==> config.mk <==
export PLATFORM = sky130hd
export DESIGN_NAME = ready_skid_buffer
export DESIGN_NICKNAME = d
export VERILOG_FILES = /design/src/rtl/ready_skid_buffer.sv
export SDC_FILE = /design/constraint.sdc
export NUM_CORES = 1
export LEC_CHECK = 0
export CAP_MARGIN = 20
export CORE_ASPECT_RATIO = 1.75
export CORE_MARGIN = 2
export CORE_UTILIZATION = 44
export CTS_CLUSTER_SIZE = 8
export DETAILED_ROUTE_END_ITERATION = 8
export PLACE_DENSITY = 0.76
export SLEW_MARGIN = 40
export SYNTH_ARGS = -nofsm -noshare
export SYNTH_HDL_FRONTEND = slang
export SYNTH_SLANG_ARGS = --single-unit
==> constraint.sdc <==
create_clock -name clk -period 1.96 [get_ports clk]
set_input_delay 0.196 -clock clk [delete_from_list [all_inputs] [get_ports clk]]
set_output_delay 0.196 -clock clk [all_outputs]
set_load 0.005 [all_outputs]
==> src/rtl/ready_skid_buffer.sv <==
// Two-entry valid/ready stage that registers both handshake directions.
// The main register drives data_out and the skid register catches the beat in flight when the consumer stalls.
module ready_skid_buffer #(
  parameter int WIDTH = 32
) (
  input  logic             clk,
  input  logic             reset,
  input  logic             flush,
  input  logic             valid_in,
  output logic             ready_in,
  input  logic [WIDTH-1:0] data_in,
  output logic             valid_out,
  input  logic             ready_out,
  output logic [WIDTH-1:0] data_out,
  output logic [1:0]       count
);

  typedef enum logic [1:0] {
    EMPTY = 2'd0,
    ONE   = 2'd1,
    FULL  = 2'd2
  } state_e;

  state_e           state_q, state_d;
  logic [WIDTH-1:0] main_q, main_d;
  logic [WIDTH-1:0] skid_q, skid_d;
  logic             up, down;

  // Outputs decode registered state only, so ready_out never reaches ready_in.
  always_comb begin
    ready_in  = (state_q == EMPTY) || (state_q == ONE);
    valid_out = (state_q == ONE) || (state_q == FULL);
    data_out  = main_q;
    case (state_q)
      ONE:     count = 2'd1;
      FULL:    count = 2'd2;
      default: count = 2'd0;
    endcase
  end

  assign up   = valid_in && ready_in;
  assign down = valid_out && ready_out;

  always_comb begin
    state_d = state_q;
    main_d  = main_q;
    skid_d  = skid_q;
    case (state_q)
      EMPTY: begin
        if (up) begin
          state_d = ONE;
          main_d  = data_in;
        end
      end
      ONE: begin
        if (up && down) begin
          main_d = data_in;
        end else if (up) begin
          state_d = FULL;
          skid_d  = data_in;
        end else if (down) begin
          state_d = EMPTY;
        end
      end
      FULL: begin
        if (down) begin
          state_d = ONE;
          main_d  = skid_q;
        end
      end
      default: state_d = EMPTY;
    endcase
    // A flush drops every buffered beat and any beat accepted this cycle.
    if (flush) begin
      state_d = EMPTY;
      main_d  = main_q;
      skid_d  = skid_q;
    end
  end

  always_ff @(posedge clk) begin
    if (reset) begin
      state_q <= EMPTY;
      main_q  <= '0;
      skid_q  <= '0;
    end else begin
      state_q <= state_d;
      main_q  <= main_d;
      skid_q  <= skid_d;
    end
  end

endmodule
**After elaboration in Yosys (flattened, before gate mapping)**

Index checks and enable logic that the tools add are counted.

- Equality and inequality tests: 7
- Multiplexer cells: 11
- Bitwise logic cells: 2
- Reduce and logical (&&, ||, !) cells: 11

Operators by type and width:

| kind | count |
|---|---|
| two-way mux 32 bit | 3 |
| case mux 32 bit (3 select lines) | 1 |
| two-way mux 2 bit | 5 |
| AND reduction 4 bit | 2 |
| != test 2 bit (second input constant) | 3 |
| case mux 2 bit (3 select lines) | 1 |
| AND reduction 5 bit | 1 |
| case mux 2 bit (2 select lines) | 1 |
| logical AND 1 bit | 3 |
| != test 3 bit (second input constant) | 1 |
| nonzero test 3 bit | 1 |
| equality test 2 x 1 -> 1 bit (second input constant) | 1 |
| equality test 2 bit (second input constant) | 1 |
| logical NOT 2 bit | 1 |
| logical OR 1 bit | 2 |
| != test 2 x 1 -> 1 bit (second input constant) | 1 |
| NOT 1 bit | 2 |
| OR reduction 2 bit | 1 |

- Register bits after elaboration: 66
- Bits of input ports: 37
- Output and inout bits: 36
- Logic and storage cells: 34

**Longest topological paths before layout**

Gate-level depths: netlist of run 1.

- Word-level depth: 7
- Depth in mapped cells: 8
- Gate-level depth less buffers: 6

**Worst setup path before layout of run 1**

Ideal clock, no wire load.

- Path kind: register -> register
- From: reg state_q[0]
- To: reg main_q[11], in the netlist data_out[11]
- Setup time: 146 ps
- Data arrival time: 1941 ps
- Required time: 1814 ps
- Setup slack: -127 ps
- Cell stages (with the launch flop): 8
- Path buffers: 2
- Clock period less this slack: 2087 ps
- Path through: dfxtp_1 -> inv_1 -> ha_1 -> buf_2 -> a2bb2oi_1 -> a2111oi_4 -> buf_4 -> a211oi_2

- Longest elaborated chain between the ends: 6
- Elaborated cells on any way between the ends: 14
- Classes of those cells: eq/ne: 5; mux: 1; reduce/logical: 8

Ends and longest elaborated chain:

| element | RTL line | text |
|---|---|---|
| from (decl) | 24 | `state_e state_q, state_d;` |
| from (signal assigned) | 87 | `state_q <= state_d;` |
| equality test 2 x 1 -> 1 bit (tied with other cells) | 31, 32, 48 |  |
| logical OR 1 bit, on equally long branches | 31, 32 |  |
| logical AND 1 bit, on equally long branches | 41, 42 |  |
| logical AND 1 bit | 56 | `if (up && down) begin` |
| != test 2 x 1 -> 1 bit (no line) | -- |  |
| AND reduction 5 bit (no line) | -- |  |
| to (signal assigned) | 88 | `main_q <= main_d;` |
| to (decl) | 25 | `logic [WIDTH-1:0] main_q, main_d;` |

Several ways; a longest one is shown, not always the timed one.
A chain may end at the register's enable or synchronous reset.

**Final worst setup path of run 1**

- From: reg state_q[0]
- To: out count[1]

- Longest elaborated chain between the ends: 2
- Elaborated cells on any way between the ends: 3
- Classes of those cells: eq/ne: 2; mux: 1

Ends and longest elaborated chain:

| element | RTL line | text |
|---|---|---|
| equality test 2 bit / equality test 2 x 1 -> 1 bit (equally long branches) | 34 | `case (state_q)` |
| case mux 2 bit (2 select lines) (*) | 34 |  |
| to (decl) | 15 | `output logic [1:0] count` |

Every way passes the cells marked *; elsewhere a longest branch is shown, timed or not.

==> results of run 1 <==
metrics by stage:
stage                     TNS (ns)  hold WS, ns  total power, W  setup slack (ns)   util
final                            0        0.291         0.00341            0.0603  0.627
after global placement           0        0.441         0.00201            0.0682  0.577
after global routing             0        0.321         0.00354           0.00550  0.627
after detailed placement   -0.0609        0.447         0.00202           -0.0161  0.577
after floorplan             -0.775        0.332         0.00176           -0.0278      -
after CTS                        0        0.279         0.00344            0.0246  0.623
cell type report:
| type | instances | area share |
|---|---|---|
| timing repair buffer | 86 | 0.220 |
| multi-input combinational | 218 | 0.361 |
| clock buffer | 12 | 0.0585 |
| tap | 82 | 0.0254 |
| inverter | 3 | 0.00279 |
| clock inverter | 3 | 0.00433 |
| sequential | 66 | 0.328 |
placed cells by master, fill, tap and decap left out, drive strengths merged:
| cell type | instances |
|---|---|
| a2111oi | 1 |
| a211oi | 32 |
| a21oi | 33 |
| a2bb2oi | 1 |
| buf | 15 |
| clkbuf | 12 |
| clkdlybuf4s50 | 71 |
| clkinv | 2 |
| clkinvlp | 1 |
| dfxtp | 66 |
| ha | 5 |
| inv | 3 |
| mux2i | 34 |
| nand2 | 69 |
| nand3 | 1 |
| nor2 | 35 |
| nor2b | 1 |
| nor3 | 1 |
| nor3b | 1 |
| o21ai | 1 |
| o221ai | 1 |
| or2 | 1 |
| or3b | 1 |
flip-flops by register name, summed over array words and instances, names as in the netlist:
register / count
skid_q: 32
state_q: 2
data_out: 32
kinds of logic after synthesis:
group,share of synthesized area
fa+ha+maj,0.0217
buf+inv,0.0473
flops,0.458
compound gates,0.206
mux,0.118
simple gates,0.149
power breakdown:
group | switching [W] | internal [W]
registers | 0.0000440 | 0.00142
logic | 0.000250 | 0.000317
clock network | 0.000542 | 0.000844
how the worst max path moves through the flow:
stage | start | end | slack [ns] | cells after the start
floorplan | state_q[1] | data_out[10] | -0.03 | 7
global placement | state_q[1] | data_out[1] | 0.07 | 7
detailed placement | state_q[1] | data_out[1] | -0.02 | 7
CTS | state_q[1] | data_out[1] | 0.02 | 8
global route | state_q[1] | data_out[19] | 0.006 | 8
finish | state_q[0] | count[1] | 0.06 | 4
what timing repair did:
| item | CTS | global route |
|---|---|---|
| setup buffers | 1 | 1 |
| hold endpoints to repair | 0 | 0 |
| setup endpoints to repair | 13 | 26 |
| pin swaps | 1 | 0 |
| gates cloned | 1 | 0 |
| resized for setup | 0 | 5 |
layer usage:
metal	share of wire	vias up	GRT usage
li1	-	1208	-
met1	0.39	1143	0.221
met2	0.56	46	0.366
met3	0.035	5	0.0487
met4	0.011	0	0.0667
met5	0	-	0
==> flow_summary.yaml, run 1 <==
run_status:
  outcome: "finished, final reports clean"
logic_synthesis:
  ys_ff_latch: 66
  ys_types: 24
  synth.most_common_cell: "nand2_1"
  syn_nets: 353
  synthFlopType: "dfxtp_1"
  ys_async_sr_fraction: 0
  netlist_instances: 311
  synth_edf_count: 0
  synth_top_cell_by_area: "dfxtp_1"
  synthTopCellsByCount: "69 x nand2_1, 66 x dfxtp_1, 35 x nor2_1"
  yosys.area.top_type_share: 0.458
  syn_area_per_cell_um2: 9.28
  synth.yosys.seq_area_share: 0.458
  yosysWarnings: 0
  netlist_area_mm2: 0.00289
  synth.area.top_cells: "dfxtp_1 46%, a211oi_2 12%, mux2i_1 12%"
hold_path:
  holdCritStartpoint: "reset"
  hold-path-cell-count: 2
  hp-class: "input port to register"
  hold_path_end: "skid_q[7]"
floorplanning:
  io_pins: 73
  die_h_um: 111
  dieArea_mm2: 0.00725
  core_area_mm2: 0.00644
  rows: 39
  start_util: 0.448
  die_x_um: 65.2
worst_setup_path:
  cp-start-kind: "register"
  crit_chain: "inv_2 -> ha_2 -> buf_4 -> clkdlybuf4s50_1"
  crit_fanout: 9
  max_stage_delay_ns: 0.52
  reg2reg_from: "state_q[1]"
  worstRegToRegCells: 8
  critPathCaptureType: "primary output"
  worstPathRequired_ns: 1.76
  r2r_end: "data_out[29]"
  slowest_stage: "clkdlybuf4s50_1"
  critical_path_class: "register to primary output"
  reg2reg_slack_ns: 0.11
  cpLargestDelayFamily: "buffers and inverters"
  crit_arrival_ns: 1.70
  worst-path-buf-inv: 3
timing:
  finalCriticalPeriod_ns: 1.90
  max_freq_mhz: 526
  rsz0062_at_grt: "true"
  final-setup-viol-count: 0
  maxSlewViolCount: 0
  slew_headroom: 0.688
  worstMarginPinSlew_ns: 0.467
  finalHoldViolations: 0
  clock_skew_ns: 0.00851
  period_share: 0.969
power_and_ir_drop:
  p_per_area_mw_per_mm2: 845
  peakVddDrop_v: 0.000768
  p_leak_nw: 1.34
placed_design:
  hpwl_mm: 4.49
  place_area_mm2: 0.00372
  dp.cells: 452
  io_buffers: 72
  place_congestion: 0.757
global_routing:
  gr-total-overflow: 0
  grt_max_degree: 51
  antenna_found_initial: 0
  grt_pass1_vias: 2343
  grt_pass1_wl_mm: 11.2
  grt_usage: 0.201
route:
  viasPerCell: 5.11
  final_antenna_net_count: 0
  drt-total-wl_mm: 7.11
  drt-pass1-iter-count: 4
  wl_per_cell_um: 15.1
  drc: 0
  vias: 2402
  drt_iter0_markers: 103
finish:
  syn2layout_area_growth_pct: 40.1
  drive_gt1_frac: 0.173
  multiInputGateArea_mm2: 0.00146
  finalInstanceArea_mm2: 0.00404
  fin_cells: 470
  diodes: 0
  nNetsFinal: 426
  fillCellCount: 552
  seqCellArea_mm2: 0.00133
clock_network:
  cts_num_sinks: 66
  cts_hold_buf: 0
  cts-root-buf: "clkbuf_16"
  clk_pin_slew_worst_paths_ns: 0.05
  cts-buffers-inserted: 9
  htree_levels: 3
  worst_skew_pair.late_latency_ns: 0.32
  cts_tree: "built"
  clockBufferDepth: 2
run:
  drv_cap: 0
Note: power is estimated with default switching activity, not from simulation.
==> run 2: changes to the inputs <==
--- a/config.mk
+++ b/config.mk
@@ -5,7 +5,6 @@
 export SDC_FILE = /design/constraint.sdc
 export NUM_CORES = 1
 export LEC_CHECK = 0
-export CAP_MARGIN = 20
 export CORE_ASPECT_RATIO = 1.75
 export CORE_MARGIN = 2
 export CORE_UTILIZATION = 44
==> results of run 2 <==
Same layout as run 1: the final DEF is identical, and so are final timing and power.
==> run 3: changes to the inputs <==
==> constraint.sdc (replaced) <==
create_clock -name clk -period 1.96 [get_ports clk]
set_input_delay 0.588 -clock clk [delete_from_list [all_inputs] [get_ports clk]]
set_output_delay 0.588 -clock clk [all_outputs]
set_load 0.005 [all_outputs]
==> run 3 against run 2 <==
Net effect:
- worst setup slack lost 0.012 ns
- power grew 6.5%
- global-route usage shrank 1.2 points
- die area is the same
- first-iteration DRC count grew 51%
- combinational power grew 10%
- core utilization grew 4.1 points
- sequential cell count is the same
- critical path type unchanged
- register-to-register slack lost 0.03 ns
- design area grew 6.5%
- wire length shrank 3.7%
- highest routed layer unchanged
==> flow_summary.yaml, run 3 (same netlist as run 1, synthesis figures left out) <==
timing:
  worstMarginPinSlew_ns: 0.514
  period_share: 0.975
  fin_tns_setup_ns: 0
  rsz0062_at_grt: "true"
  clock_skew_ns: 0.00386
  finalHoldViolations: 0
  maxSlewViolCount: 0
  finalCriticalPeriod_ns: 1.91
  final-setup-viol-count: 0
  max_freq_mhz: 523
  whs_ns: 0.451
  slew_headroom: 0.657
power_and_ir_drop:
  p_leak_nw: 1.51
  peakVddDrop_v: 0.000673
  p_per_area_mw_per_mm2: 845
worst_setup_path:
  reg2reg_from: "state_q[0]"
  crit_fanout: 3
  critical_path_class: "register to primary output"
  r2r_end: "data_out[11]"
  reg2reg_slack_ns: 0.08
  crit_arrival_ns: 1.32
  cp-start-kind: "register"
  worstPathRequired_ns: 1.37
  worstRegToRegCells: 8
  critPathCaptureType: "primary output"
floorplanning:
  rows: 39
  core_area_mm2: 0.00644
  die_x_um: 65.2
  dieArea_mm2: 0.00725
  io_pins: 73
  start_util: 0.448
  die_h_um: 111
global_routing:
  gr-total-overflow: 0
  grt_pass1_vias: 2393
  antenna_found_initial: 0
  grt_usage: 0.189
  grt_pass1_wl_mm: 10.8
  grt_max_degree: 65
placed_design:
  place_congestion: 0.849
  hpwl_mm: 4.52
  io_buffers: 72
finish:
  multiInputGateArea_mm2: 0.00149
  final_util: 0.668
  drive_gt1_frac: 0.236
  mostFrequentLayoutCells: "69 x nand2_1, 66 x clkdlybuf4s50_1, 64 x dfxtp_1"
  diodes: 0
  final_common_cell: "nand2_1"
  syn2layout_area_growth_pct: 49.2
  fillCellCount: 512
  nNetsFinal: 448
  seqCellArea_mm2: 0.00133
clock_network:
  worst_skew_pair.late_latency_ns: 0.32
  clockBufferDepth: 2
  cts_tree: "built"
  cts-buffers-inserted: 9
  htree_levels: 3
  clk_pin_slew_worst_paths_ns: 0.05
  cts_num_sinks: 66
  cts-root-buf: "clkbuf_16"
hold_path:
  hold-path-cell-count: 2
  holdCritStartpoint: "skid_q[14]"
  hold_path_end: "skid_q[14]"
  hp-class: "register to register"
route:
  drt-total-wl_mm: 6.84
  vias: 2505
  drt-pass1-iter-count: 4
  wl_per_cell_um: 13.9
  drt_iter0_markers: 156
  final_antenna_net_count: 0
  viasPerCell: 5.08
  drc: 0
run:
  drv_cap: 0
run_status:
  outcome: "finished, final reports clean"
## run 3: cell types whose count changed in the layout (fill, tap and decap cells not counted), sizes merged
cell / before / now
clkinvlp: 1 / 0
buf: 15 / 37
dlygate4sd2: 0 / 3
inv: 3 / 4
dlymetal6s2s: 0 / 1
clkdlybuf4s50: 71 / 66
clkbuf: 12 / 14
## run 3: metal layers
layer / up-vias / global-route usage / share of wire
li1: 1255 / - / -
met1: 1200 / 0.214 / 0.40
met2: 40 / 0.334 / 0.55
met3: 10 / 0.0325 / 0.032
met4: 0 / 0.0875 / 0.019
met5: - / 0 / 0
## run 3: what timing repair did
item	CTS	global route
endpoints found under the setup margin	3	31
gates resized for setup	9	7
pin swaps	3	1
gates cloned	0	1
setup buffers	1	12
hold buffers	0	0
## run 3: worst max-delay path by stage
stage | startpoint | end | slack [ns] | cells after the start
finish | state_q[0] | ready_in | 0.05 | 4
floorplan | state_q[1] | data_out[10] | -0.03 | 7
CTS | state_q[0] | ready_in | 0.01 | 4
detailed placement | valid_in | data_out[16] | -0.24 | 7
global route | state_q[0] | data_out[15] | -0.02 | 8
global placement | valid_in | data_out[12] | -0.19 | 7
## run 3: metrics by stage
stage | area (µm²) | instances | power [W] | setup WS [ns]
2_1_floorplan | 2920 | 311 | 0.00176 | -0.0278
3_3_place_gp | 3850 | 463 | 0.00205 | -0.193
3_5_place_dp | 3850 | 463 | 0.00206 | -0.240
4_1_cts | 4170 | 480 | 0.00362 | 0.0113
5_1_grt | 4300 | 493 | 0.00378 | -0.0244
6_report | 4300 | 493 | 0.00364 | 0.0482
## run 3: cell type report
class,count,share of cell area
clock buffers,13,0.0654
clock inverters,3,0.00436
inverters,3,0.00262
multi-input cells,218,0.346
flip-flops and latches,66,0.308
well taps,82,0.0238
repair buffers,108,0.250
## run 3: critical path, cell delays in order (launching register included)
cell and delay, ns:
dfxtp_4 0.35, buf_6 0.12, ha_4 0.15, or2_4 0.25
buf_2 0.13
## run 3: power by group
group,total (W),switching (W),internal (W)
clock network,0.00155,0.000550,0.00100
logic,0.000623,0.000258,0.000365
registers,0.00146,0.0000436,0.00142
total,0.00364,0.000852,0.00278
